===== src/rtl/softmax_row_stream.sv =====
// softmax_row_stream: streaming row-wise softmax approximation.
// Each row of INPUT_SHAPE_2 signed elements is buffered, converted to base-2
// exponentials relative to the row maximum (2^FRAC_BITS >> (max - x)), summed,
// and each exponential is then divided by the sum with a bit-serial restoring
// divider to give an unsigned OUT_WIDTH-bit probability. Rows are tagged with
// a head index and a row index that walk through MATRIX_NUM x INPUT_SHAPE_1.
//
// Ports:
//   clk_p        - clock, rising edge
//   rst_n        - asynchronous active-low reset
//   in_data      - signed row element
//   in_valid_n   - active-low input valid
//   in_ready     - element can be accepted (only while loading a row)
//   out_data     - unsigned softmax value
//   out_valid_n  - active-low output valid
//   out_ready    - downstream accept
//   out_last     - final element of a row
//   out_head     - head index of the current output row
//   out_row      - row index within the head
module softmax_row_stream #(
  parameter int unsigned DATA_WIDTH    = 8,
  parameter int unsigned MATRIX_NUM    = 12,
  parameter int unsigned INPUT_SHAPE_1 = 128,
  parameter int unsigned INPUT_SHAPE_2 = 128,
  parameter int unsigned FRAC_BITS     = 8,
  parameter int unsigned OUT_WIDTH     = 8,
  localparam int unsigned HeadW = (MATRIX_NUM > 1) ? $clog2(MATRIX_NUM) : 1,
  localparam int unsigned RowW  = (INPUT_SHAPE_1 > 1) ? $clog2(INPUT_SHAPE_1) : 1
) (
  input  logic                  clk_p,
  input  logic                  rst_n,
  input  logic [DATA_WIDTH-1:0] in_data,
  input  logic                  in_valid_n,
  output logic                  in_ready,
  output logic [OUT_WIDTH-1:0]  out_data,
  output logic                  out_valid_n,
  input  logic                  out_ready,
  output logic                  out_last,
  output logic [HeadW-1:0]      out_head,
  output logic [RowW-1:0]       out_row
);

  localparam int unsigned IdxW    = (INPUT_SHAPE_2 > 1) ? $clog2(INPUT_SHAPE_2) : 1;
  localparam int unsigned ExpW    = FRAC_BITS + 1;
  localparam int unsigned SumW    = FRAC_BITS + 1 + $clog2(INPUT_SHAPE_2);
  localparam int unsigned TrialW  = SumW + 1;
  localparam int unsigned BufW    = (DATA_WIDTH > ExpW) ? DATA_WIDTH : ExpW;
  localparam int unsigned DiffW   = DATA_WIDTH + 1;
  localparam int unsigned DivCntW = $clog2(OUT_WIDTH + 1);

  localparam logic [ExpW-1:0]    ExpOne  = ExpW'(1) << FRAC_BITS;
  localparam logic [IdxW-1:0]    IdxLast = IdxW'(INPUT_SHAPE_2 - 1);
  localparam logic [DivCntW-1:0] DivLast = DivCntW'(OUT_WIDTH);

  typedef enum logic [2:0] {StIdle, StLoad, StExp, StDiv, StOut} state_e;

  state_e                        state_q, state_d;
  logic [IdxW-1:0]               idx_q, idx_d;
  logic signed [DATA_WIDTH-1:0]  max_q, max_d;
  logic [SumW-1:0]               sum_q, sum_d;
  logic [DivCntW-1:0]            div_cnt_q, div_cnt_d;
  logic [SumW-1:0]               rem_q, rem_d;
  logic [OUT_WIDTH:0]            quo_q, quo_d;
  logic [OUT_WIDTH-1:0]          out_data_q, out_data_d;
  logic [HeadW-1:0]              head_q, head_d;
  logic [RowW-1:0]               row_q, row_d;

  // Row buffer: holds raw elements during load, exponentials afterwards.
  logic [BufW-1:0]               buf_q [INPUT_SHAPE_2];
  logic                          buf_we;
  logic [BufW-1:0]               buf_wdata;

  logic [BufW-1:0]               rd;
  logic signed [DATA_WIDTH-1:0]  elem;
  logic signed [DATA_WIDTH-1:0]  in_s;
  logic [DiffW-1:0]              diff;
  logic [ExpW-1:0]               exp_val;
  logic [ExpW-1:0]               e_cur;
  logic [TrialW-1:0]             trial;
  logic                          ge;
  logic [SumW-1:0]               rem_sub;
  logic [OUT_WIDTH:0]            quo_next;
  logic                          in_fire;
  logic                          out_fire;

  assign in_ready    = (state_q == StLoad);
  assign out_valid_n = (state_q != StOut);
  assign out_last    = (state_q == StOut) && (idx_q == IdxLast);
  assign out_data    = out_data_q;
  assign out_head    = head_q;
  assign out_row     = row_q;

  assign in_fire  = in_ready && !in_valid_n;
  assign out_fire = (state_q == StOut) && out_ready;

  assign rd    = buf_q[idx_q];
  assign elem  = rd[DATA_WIDTH-1:0];
  assign in_s  = in_data;
  assign e_cur = rd[ExpW-1:0];

  // max >= every element of the row, so the sign-extended difference is non-negative.
  assign diff    = {max_q[DATA_WIDTH-1], max_q} - {elem[DATA_WIDTH-1], elem};
  assign exp_val = (diff <= DiffW'(FRAC_BITS)) ? (ExpOne >> diff) : '0;

  // Restoring divide of (e << OUT_WIDTH) by sum. Since e <= sum the quotient fits
  // in OUT_WIDTH+1 bits, so the first step compares e itself and each later step
  // shifts the remainder left by one.
  assign trial    = (div_cnt_q == '0) ? TrialW'(e_cur) : {rem_q, 1'b0};
  assign ge       = (trial >= {1'b0, sum_q});
  assign rem_sub  = trial[SumW-1:0] - sum_q;
  assign quo_next = {quo_q[OUT_WIDTH-1:0], ge};

  always_comb begin
    state_d    = state_q;
    idx_d      = idx_q;
    max_d      = max_q;
    sum_d      = sum_q;
    div_cnt_d  = div_cnt_q;
    rem_d      = rem_q;
    quo_d      = quo_q;
    out_data_d = out_data_q;
    head_d     = head_q;
    row_d      = row_q;
    buf_we     = 1'b0;
    buf_wdata  = '0;

    unique case (state_q)
      StIdle: begin
        state_d = StLoad;
      end
      StLoad: begin
        if (in_fire) begin
          buf_we    = 1'b1;
          buf_wdata = BufW'(in_data);
          if ((idx_q == '0) || (in_s > max_q)) begin
            max_d = in_s;
          end
          if (idx_q == IdxLast) begin
            idx_d   = '0;
            state_d = StExp;
          end else begin
            idx_d = idx_q + 1'b1;
          end
        end
      end
      StExp: begin
        buf_we    = 1'b1;
        buf_wdata = BufW'(exp_val);
        sum_d     = sum_q + SumW'(exp_val);
        if (idx_q == IdxLast) begin
          idx_d     = '0;
          div_cnt_d = '0;
          state_d   = StDiv;
        end else begin
          idx_d = idx_q + 1'b1;
        end
      end
      StDiv: begin
        rem_d = ge ? rem_sub : trial[SumW-1:0];
        quo_d = quo_next;
        if (div_cnt_q == DivLast) begin
          div_cnt_d  = '0;
          out_data_d = quo_next[OUT_WIDTH] ? '1 : quo_next[OUT_WIDTH-1:0];
          state_d    = StOut;
        end else begin
          div_cnt_d = div_cnt_q + 1'b1;
        end
      end
      StOut: begin
        if (out_fire) begin
          if (idx_q != IdxLast) begin
            idx_d     = idx_q + 1'b1;
            div_cnt_d = '0;
            state_d   = StDiv;
          end else begin
            idx_d   = '0;
            max_d   = '0;
            sum_d   = '0;
            state_d = StLoad;
            if (row_q == RowW'(INPUT_SHAPE_1 - 1)) begin
              row_d  = '0;
              head_d = (head_q == HeadW'(MATRIX_NUM - 1)) ? '0 : head_q + 1'b1;
            end else begin
              row_d = row_q + 1'b1;
            end
          end
        end
      end
      default: begin
        state_d = StIdle;
      end
    endcase
  end

  always_ff @(posedge clk_p or negedge rst_n) begin
    if (!rst_n) begin
      state_q    <= StIdle;
      idx_q      <= '0;
      max_q      <= '0;
      sum_q      <= '0;
      div_cnt_q  <= '0;
      rem_q      <= '0;
      quo_q      <= '0;
      out_data_q <= '0;
      head_q     <= '0;
      row_q      <= '0;
    end else begin
      state_q    <= state_d;
      idx_q      <= idx_d;
      max_q      <= max_d;
      sum_q      <= sum_d;
      div_cnt_q  <= div_cnt_d;
      rem_q      <= rem_d;
      quo_q      <= quo_d;
      out_data_q <= out_data_d;
      head_q     <= head_d;
      row_q      <= row_d;
    end
  end

  // Buffer contents are don't-care after reset, so no reset here.
  always_ff @(posedge clk_p) begin
    if (buf_we) begin
      buf_q[idx_q] <= buf_wdata;
    end
  end

endmodule


===== config.mk =====
export PLATFORM = sky130hd
export DESIGN_NAME = softmax_row_stream
export DESIGN_NICKNAME = d
export VERILOG_FILES = /design/src/rtl/softmax_row_stream.sv
export SDC_FILE = /design/constraint.sdc
export NUM_CORES = 1
export LEC_CHECK = 0
export CORE_ASPECT_RATIO = 0.5
export CORE_MARGIN = 8
export CORE_UTILIZATION = 25
export DETAILED_ROUTE_END_ITERATION = 8
export PLACE_DENSITY = 0.41
export SLEW_MARGIN = 25
export SYNTH_ARGS = -nofsm -noshare
export SYNTH_HDL_FRONTEND = slang
export SYNTH_SLANG_ARGS = --single-unit

===== constraint.sdc =====
create_clock -name clk_p -period 15.9 [get_ports clk_p]
set_input_delay 2.385 -clock clk_p [delete_from_list [all_inputs] [get_ports clk_p]]
set_output_delay 2.385 -clock clk_p [all_outputs]
set_load 0.02 [all_outputs]

Word-level counts from Yosys, hierarchy flattened

Memory sizes are Yosys's and may differ from the RTL's.
Cells that the tools add are included.

Register bits after elaboration: 81
Bits in writable memories: 1152
Input port bits: 12
Output and inout bits: 22
Logic and storage cells: 98
Memories: 1

Memory list:

| name  | words | width | rd ports | clocked after memory_dff | write ports | line | text |
|---|---|---|---|---|---|---|---|
| buf_q | 128   | 9     | 1        | 0                        | 1           | 69   | `logic [BufW-1:0] buf_q [INPUT_SHAPE_2];` |

Add/subtract/negate cells: 7
$lt $le $gt $ge: 3
Equality and inequality tests: 18
Shift operators: 1
Muxes and demuxes: 37
Bitwise logic cells: 1
Reduce and logical (&&, ||, !) cells: 20

Operators by type and width:

| kind                                                                             | count |
|---|---|
| 16-bit two-way mux                                                               | 3 |
| 8-bit two-way mux                                                                | 6 |
| 7-bit two-way mux                                                                | 5 |
| 16-bit one-hot mux with 2 select lines                                           | 1 |
| 7-bit one-hot mux with 3 select lines                                            | 1 |
| 4-bit two-way mux                                                                | 5 |
| 9-bit one-hot mux with 2 select lines                                            | 1 |
| 17-bit by 16-bit >= comparator with 1-bit output                                 | 1 |
| 17-bit two-way mux                                                               | 1 |
| 16-bit by 9-bit adder with 16-bit output                                         | 1 |
| 8-bit one-hot mux with 2 select lines                                            | 1 |
| 16-bit subtractor                                                                | 1 |
| 3-bit two-way mux                                                                | 5 |
| 3-bit one-hot mux with 5 select lines                                            | 1 |
| 7-bit by 1-bit adder with 7-bit output, second input constant                    | 2 |
| 7-bit equality test, second input constant                                       | 2 |
| 4-bit one-hot mux with 3 select lines                                            | 1 |
| 5-bit AND reduction                                                              | 2 |
| 9-bit by 4-bit less-or-equal comparator with 1-bit output, second input constant | 1 |
| 9-bit two-way mux                                                                | 1 |
| 3-bit AND reduction                                                              | 3 |
| 9-bit by 9-bit >> shifter with 9-bit output, first input constant                | 1 |
| 8-bit by 8-bit subtractor with 9-bit output                                      | 1 |
| 4-bit by 1-bit adder with 4-bit output, second input constant                    | 2 |
| other kinds (23)                                                                 | 38 |

Longest topological paths before layout

Depth in word-level cells: 6
Gate-level depth with buffers: 34
Gate-level depth less buffers: 29

Worst setup path before layout

Ideal clock, no wire load.

Path type: register to register
Start: register idx_q[0]
End: memory buf_q[0][1] in the netlist's numbering (data pin)
Setup time: 1197 ps
Arrival: 9360 ps
Required time: 14703 ps
Path slack: 5344 ps
Cell stages (with the launch flop): 24
Path buffers: 5
Period minus slack after synthesis: 10556 ps
Cells stage by stage: dfrtp_1 > buf_6 > buf_6 > nor2b_1 > buf_2 > buf_2 > a221oi_1 > o221ai_1 > nand2_1 > a311o_1 > nand4_1 > ha_1 > inv_1 > fa_1 > a211oi_1 > o21ai_0 > a21oi_1 > o221ai_1 > or2_1 > buf_2 > nor4_1 > nor2b_1 > inv_2 > o21ai_0

Word-level cells in the longest chain between the ends: 5
Elaborated cells on any way between the ends: 6
Classes of those cells: add/sub (1); order compare (1); shift (1); mux (2); memory (1)

Ends and longest elaborated chain:

| what                                                                                                                            | line | text |
|---|---|---|
| start, declared                                                                                                                 | 58   | `logic [IdxW-1:0] idx_q, idx_d;` |
| start signal, assigned                                                                                                          | 209  | `idx_q <= idx_d;` |
| memory 128 x 9 bit (*)                                                                                                          | n/a  |  |
| 8-bit by 8-bit subtractor with 9-bit output (*)                                                                                 | 102  | `assign diff = {max_q[DATA_WIDTH-1], max_q} - {elem[DATA_WIDTH-1], elem};` |
| 9-bit by 4-bit less-or-equal comparator with 1-bit output / 9-bit by 9-bit >> shifter with 9-bit output (equally long branches) | 103  | `assign exp_val = (diff <= DiffW'(FRAC_BITS)) ? (ExpOne >> diff) : '0;` |
| 9-bit two-way mux (*)                                                                                                           | 103  |  |
| 9-bit one-hot mux with 2 select lines (*)                                                                                       | 127  | `unique case (state_q)` |
| named net buf_wdata[1]                                                                                                          | 71   | `logic [BufW-1:0] buf_wdata;` |
| end, declared                                                                                                                   | 69   |  |

Mark *: on every way through the listed nets, which the timed path passes. The rest lies on a longest branch.

Final worst setup path

Start: register idx_q[0]
End: register sum_q[14]

Word-level cells in the longest chain between the ends: 6
Elaborated cells on any way between the ends: 10
Classes of those cells: add/sub (2); order compare (1); eq/ne (2); shift (1); mux (2); reduce/logical (1); memory (1)

Ends and longest elaborated chain:

| what                                                                                                                            | line | text |
|---|---|---|
| memory 128 x 9 bit                                                                                                              | n/a  |  |
| 8-bit by 8-bit subtractor with 9-bit output                                                                                     | 102  |  |
| 9-bit by 4-bit less-or-equal comparator with 1-bit output / 9-bit by 9-bit >> shifter with 9-bit output (equally long branches) | 103  |  |
| 9-bit two-way mux                                                                                                               | 103  |  |
| 16-bit by 9-bit adder with 16-bit output                                                                                        | 149  | `sum_d = sum_q + SumW'(exp_val);` |
| 16-bit one-hot mux with 2 select lines                                                                                          | 127  |  |
| end signal, assigned                                                                                                            | 211  | `sum_q <= sum_d;` |
| end, declared                                                                                                                   | 60   | `logic [SumW-1:0] sum_q, sum_d;` |

Parallel ways exist; a longest one is shown, timed or not.
A chain may end at the register's enable or synchronous reset.

==> flow_metrics.py <==
metrics = {
    "synthesis": {
        "syn_avg_cell_area_um2": 15.7,
        "seq_area_frac_synth": 0.736,
        "async_flop_share": 0.0657,
        "ys_seq_elements": 1233,
        "syn_nets": 3223,
        "synthCells": 3164,
        "syn-cell-area_mm2": 0.0498,
        "ys_types": 88,
        "yosysWarnings": 0,
        "synth_flop_cell": "edfxtp_1",
        "synth-edff-count": 1152,
    },
    "setup_path": {
        "worstPathArrival_ns": 10.59,
        "slowest_stage": "dfrtp_4",
        "cp_slowest_stage_delay_ns": 0.70,
        "start_kind": "flip-flop",
        "worstSetupPathType": "reg2reg",
        "critPathRequiredTime_ns": 16.60,
        "end_kind": "flip-flop",
        "reg2reg_depth": 30,
        "crit_fanout": 38,
    },
    "timing": {
        "rsz0062_at_grt": "no",
        "min_period_ns": 9.89,
        "setup_viol_count_final": 0,
        "worst_pin_slew_ns": 1.17,
        "fmax_mhz": 101,
        "finClkSkew_ns": 0.0324,
        "maxSlewHeadroom": 0.210,
        "setup_tns_ns": 0,
        "hold_viol": 0,
        "drv_slew": 0,
        "fin_crit_sh": 0.622,
    },
    "placed_design": {
        "hpwl_um": 107000,
        "gp_congestion": 0.804,
        "io_buffers": 33,
    },
    "route": {
        "dr.first_iter.drc_count": 3330,
        "num_vias": 30600,
        "antenna_left": 0,
        "drc": 0,
        "viasPerCell": 5.16,
        "wire_per_inst_um": 30.1,
        "drt-pass1-iter-count": 6,
        "wirelength_um": 179000,
    },
    "clock_tree": {
        "cts_resized": 0,
        "clk_pin_slew_ns": 0.06,
        "clock_path_buffers": 3,
        "cts_sinks": 1233,
        "numCtsBuffers": 132,
        "ctsHoldBuffers": 0,
        "root_buffer": "clkbuf_16",
        "cts_max_level": 4,
        "postCtsSetupBuffers": 0,
        "clk_latency_ns": 0.78,
        "cts_tree": "yes",
    },
    "finish": {
        "drive_gt1_frac": 0.155,
        "final_common_cell": "edfxtp_1",
        "final_cell_mix": "edfxtp_1, a22oi_1, nor2_1",
        "nets": 3268,
        "num-fill-cells": 19500,
        "final-seq-area_mm2": 0.0366,
        "area_growth_pct": 16.0,
        "finish.utilization": 0.293,
        "multi_input_area_mm2": 0.0124,
    },
    "global_routing": {
        "grt_pass1_wl_um": 249000,
        "grt_overflow": 0,
        "antenna_found_initial": 3,
        "grt_start_max_net_pins": 92,
        "grt_pass1_vias": 29900,
        "grtUsageTotal": 0.162,
    },
    "floorplan": {
        "die-area_mm2": 0.214,
        "fp.dieH_um": 331,
        "die_x_um": 647,
        "std_cell_rows": 115,
        "ioPinCount": 34,
        "start_util": 0.252,
        "fp.coreArea_mm2": 0.197,
    },
    "flow_run": {
        "cap_violations": 0,
    },
    "power_and_ir_drop": {
        "leakagePower_nw": 18.1,
        "ir_worst_vdd_mv": 0.107,
        "power-per-cell-area_mw_per_mm2": 185,
    },
    "status": {
        "status": "finished clean",
    },
    "min_path": {
        "hold_class": "reg2reg",
        "worstHoldPathCells": 2,
    },
}
-- cells in the mapped netlist (12+ instances only) --
master,n,area share
nand2_1,148,0.011
buf_1,24,0.0018
nor4_1,20,0.0025
buf_2,78,0.0078
mux2_2,81,0.018
and2_1,18,0.0023
and3_1,16,0.0020
a222oi_1,15,0.0030
a22oi_1,272,0.041
nor2b_1,19,0.0024
mux2i_1,50,0.010
nor3_1,29,0.0029
o211ai_1,12,0.0018
dfrtp_1,81,0.041
o22ai_1,21,0.0026
a21oi_1,78,0.0078
ha_1,44,0.011
a31oi_1,37,0.0047
a41oi_1,33,0.0058
a22o_1,50,0.0088
xnor2_1,15,0.0026
buf_4,16,0.0024
a221oi_1,110,0.019
xor2_1,12,0.0021
inv_1,46,0.0035
o21a_1,15,0.0023
nand2b_1,13,0.0016
nand4_1,20,0.0025
o221ai_1,14,0.0025
clkbuf_1,82,0.0062
nand3_1,31,0.0031
mux4_2,18,0.0081
o21ai_0,75,0.0075
nor2_1,223,0.017
edfxtp_1,1152,0.70
-- critical path: cells and delay by family (launching register included) --
family          cells  cell delay [ns]
compound gates     13             3.23
buf+inv             7             2.44
simple gates        7             2.24
fa+ha+maj           3             1.07
flops               1             0.70
-- cells by family (layout without fill, tap and decap cells) --
kind of cell	after synthesis	after routing	share of synthesized area
flip-flops	1233	1233	0.736
multiplexers	151	151	0.0370
AND/OR/NAND/NOR	605	605	0.0588
XOR/XNOR	27	27	0.00475
buffers and inverters	257	403	0.0241
AO/OA/AOI/OAI	843	843	0.127
other	0	1	0
adder cells (fa/ha/maj)	48	48	0.0125
-- sequential cells by signal, indices dropped and copies added (netlist names) --
signal / cells
buf_q: 1152
div_cnt_q: 4
idx_q: 7
max_q: 8
out_data: 8
out_head: 4
out_row: 7
quo_q: 8
rem_q: 16
state_q: 3
sum_q: 16
-- final timing paths --
| check | from | end | slack [ns] |
|---|---|---|---|
| min in group asynchronous | rst_n | sum_q[4] | 1.49 |
| min reg2reg | rem_q[9] | rem_q[9] | 0.48 |
| max | idx_q[0] | sum_q[14] | 6.01 |
| min | rem_q[9] | rem_q[9] | 0.48 |
| max reg2reg | idx_q[0] | sum_q[14] | 6.01 |
| max in group asynchronous | rst_n | idx_q[2] | 13.31 |
-- final cells by class --
class	instances	area share
antenna	1	0.0000434
clock buffer	174	0.0623
clock inverter	61	0.00880
inverter	47	0.00306
multi-input combinational	1674	0.215
sequential	1233	0.635
tap	2632	0.0571
timing repair buffer	121	0.0188
-- metrics by stage --
stage	instance area [um^2]	total power [mW]	hold WS (ns)	setup slack [ns]	std cells
6_report	57700	10.7	0.481	6.01	5943
5_1_grt	57700	11.0	0.506	5.57	5942
4_1_cts	57600	10.6	0.482	6.14	5941
3_5_place_dp	53500	7.64	0.467	6.15	5706
3_3_place_gp	53300	7.61	0.461	6.20	5706
2_1_floorplan	49800	5.95	0.442	5.34	3164
-- per-layer routing --
layer | track usage | vias to the layer above | share of wire
met3 | 0.0269 | 176 | 0.061
li1 | - | 12900 | -
met5 | 0 | - | 0
met1 | 0.234 | 16400 | 0.47
met4 | 0.0360 | 0 | 0.016
met2 | 0.254 | 1117 | 0.46
-- power breakdown --
| group | internal [mW] | switching (mW) |
|---|---|---|
| Sequential | 3.76 | 0.106 |
| Combinational | 1.04 | 2.72 |
| Clock | 1.70 | 1.32 |
| Total | 6.50 | 4.15 |
No activity file was read; power rests on OpenSTA's default activity.
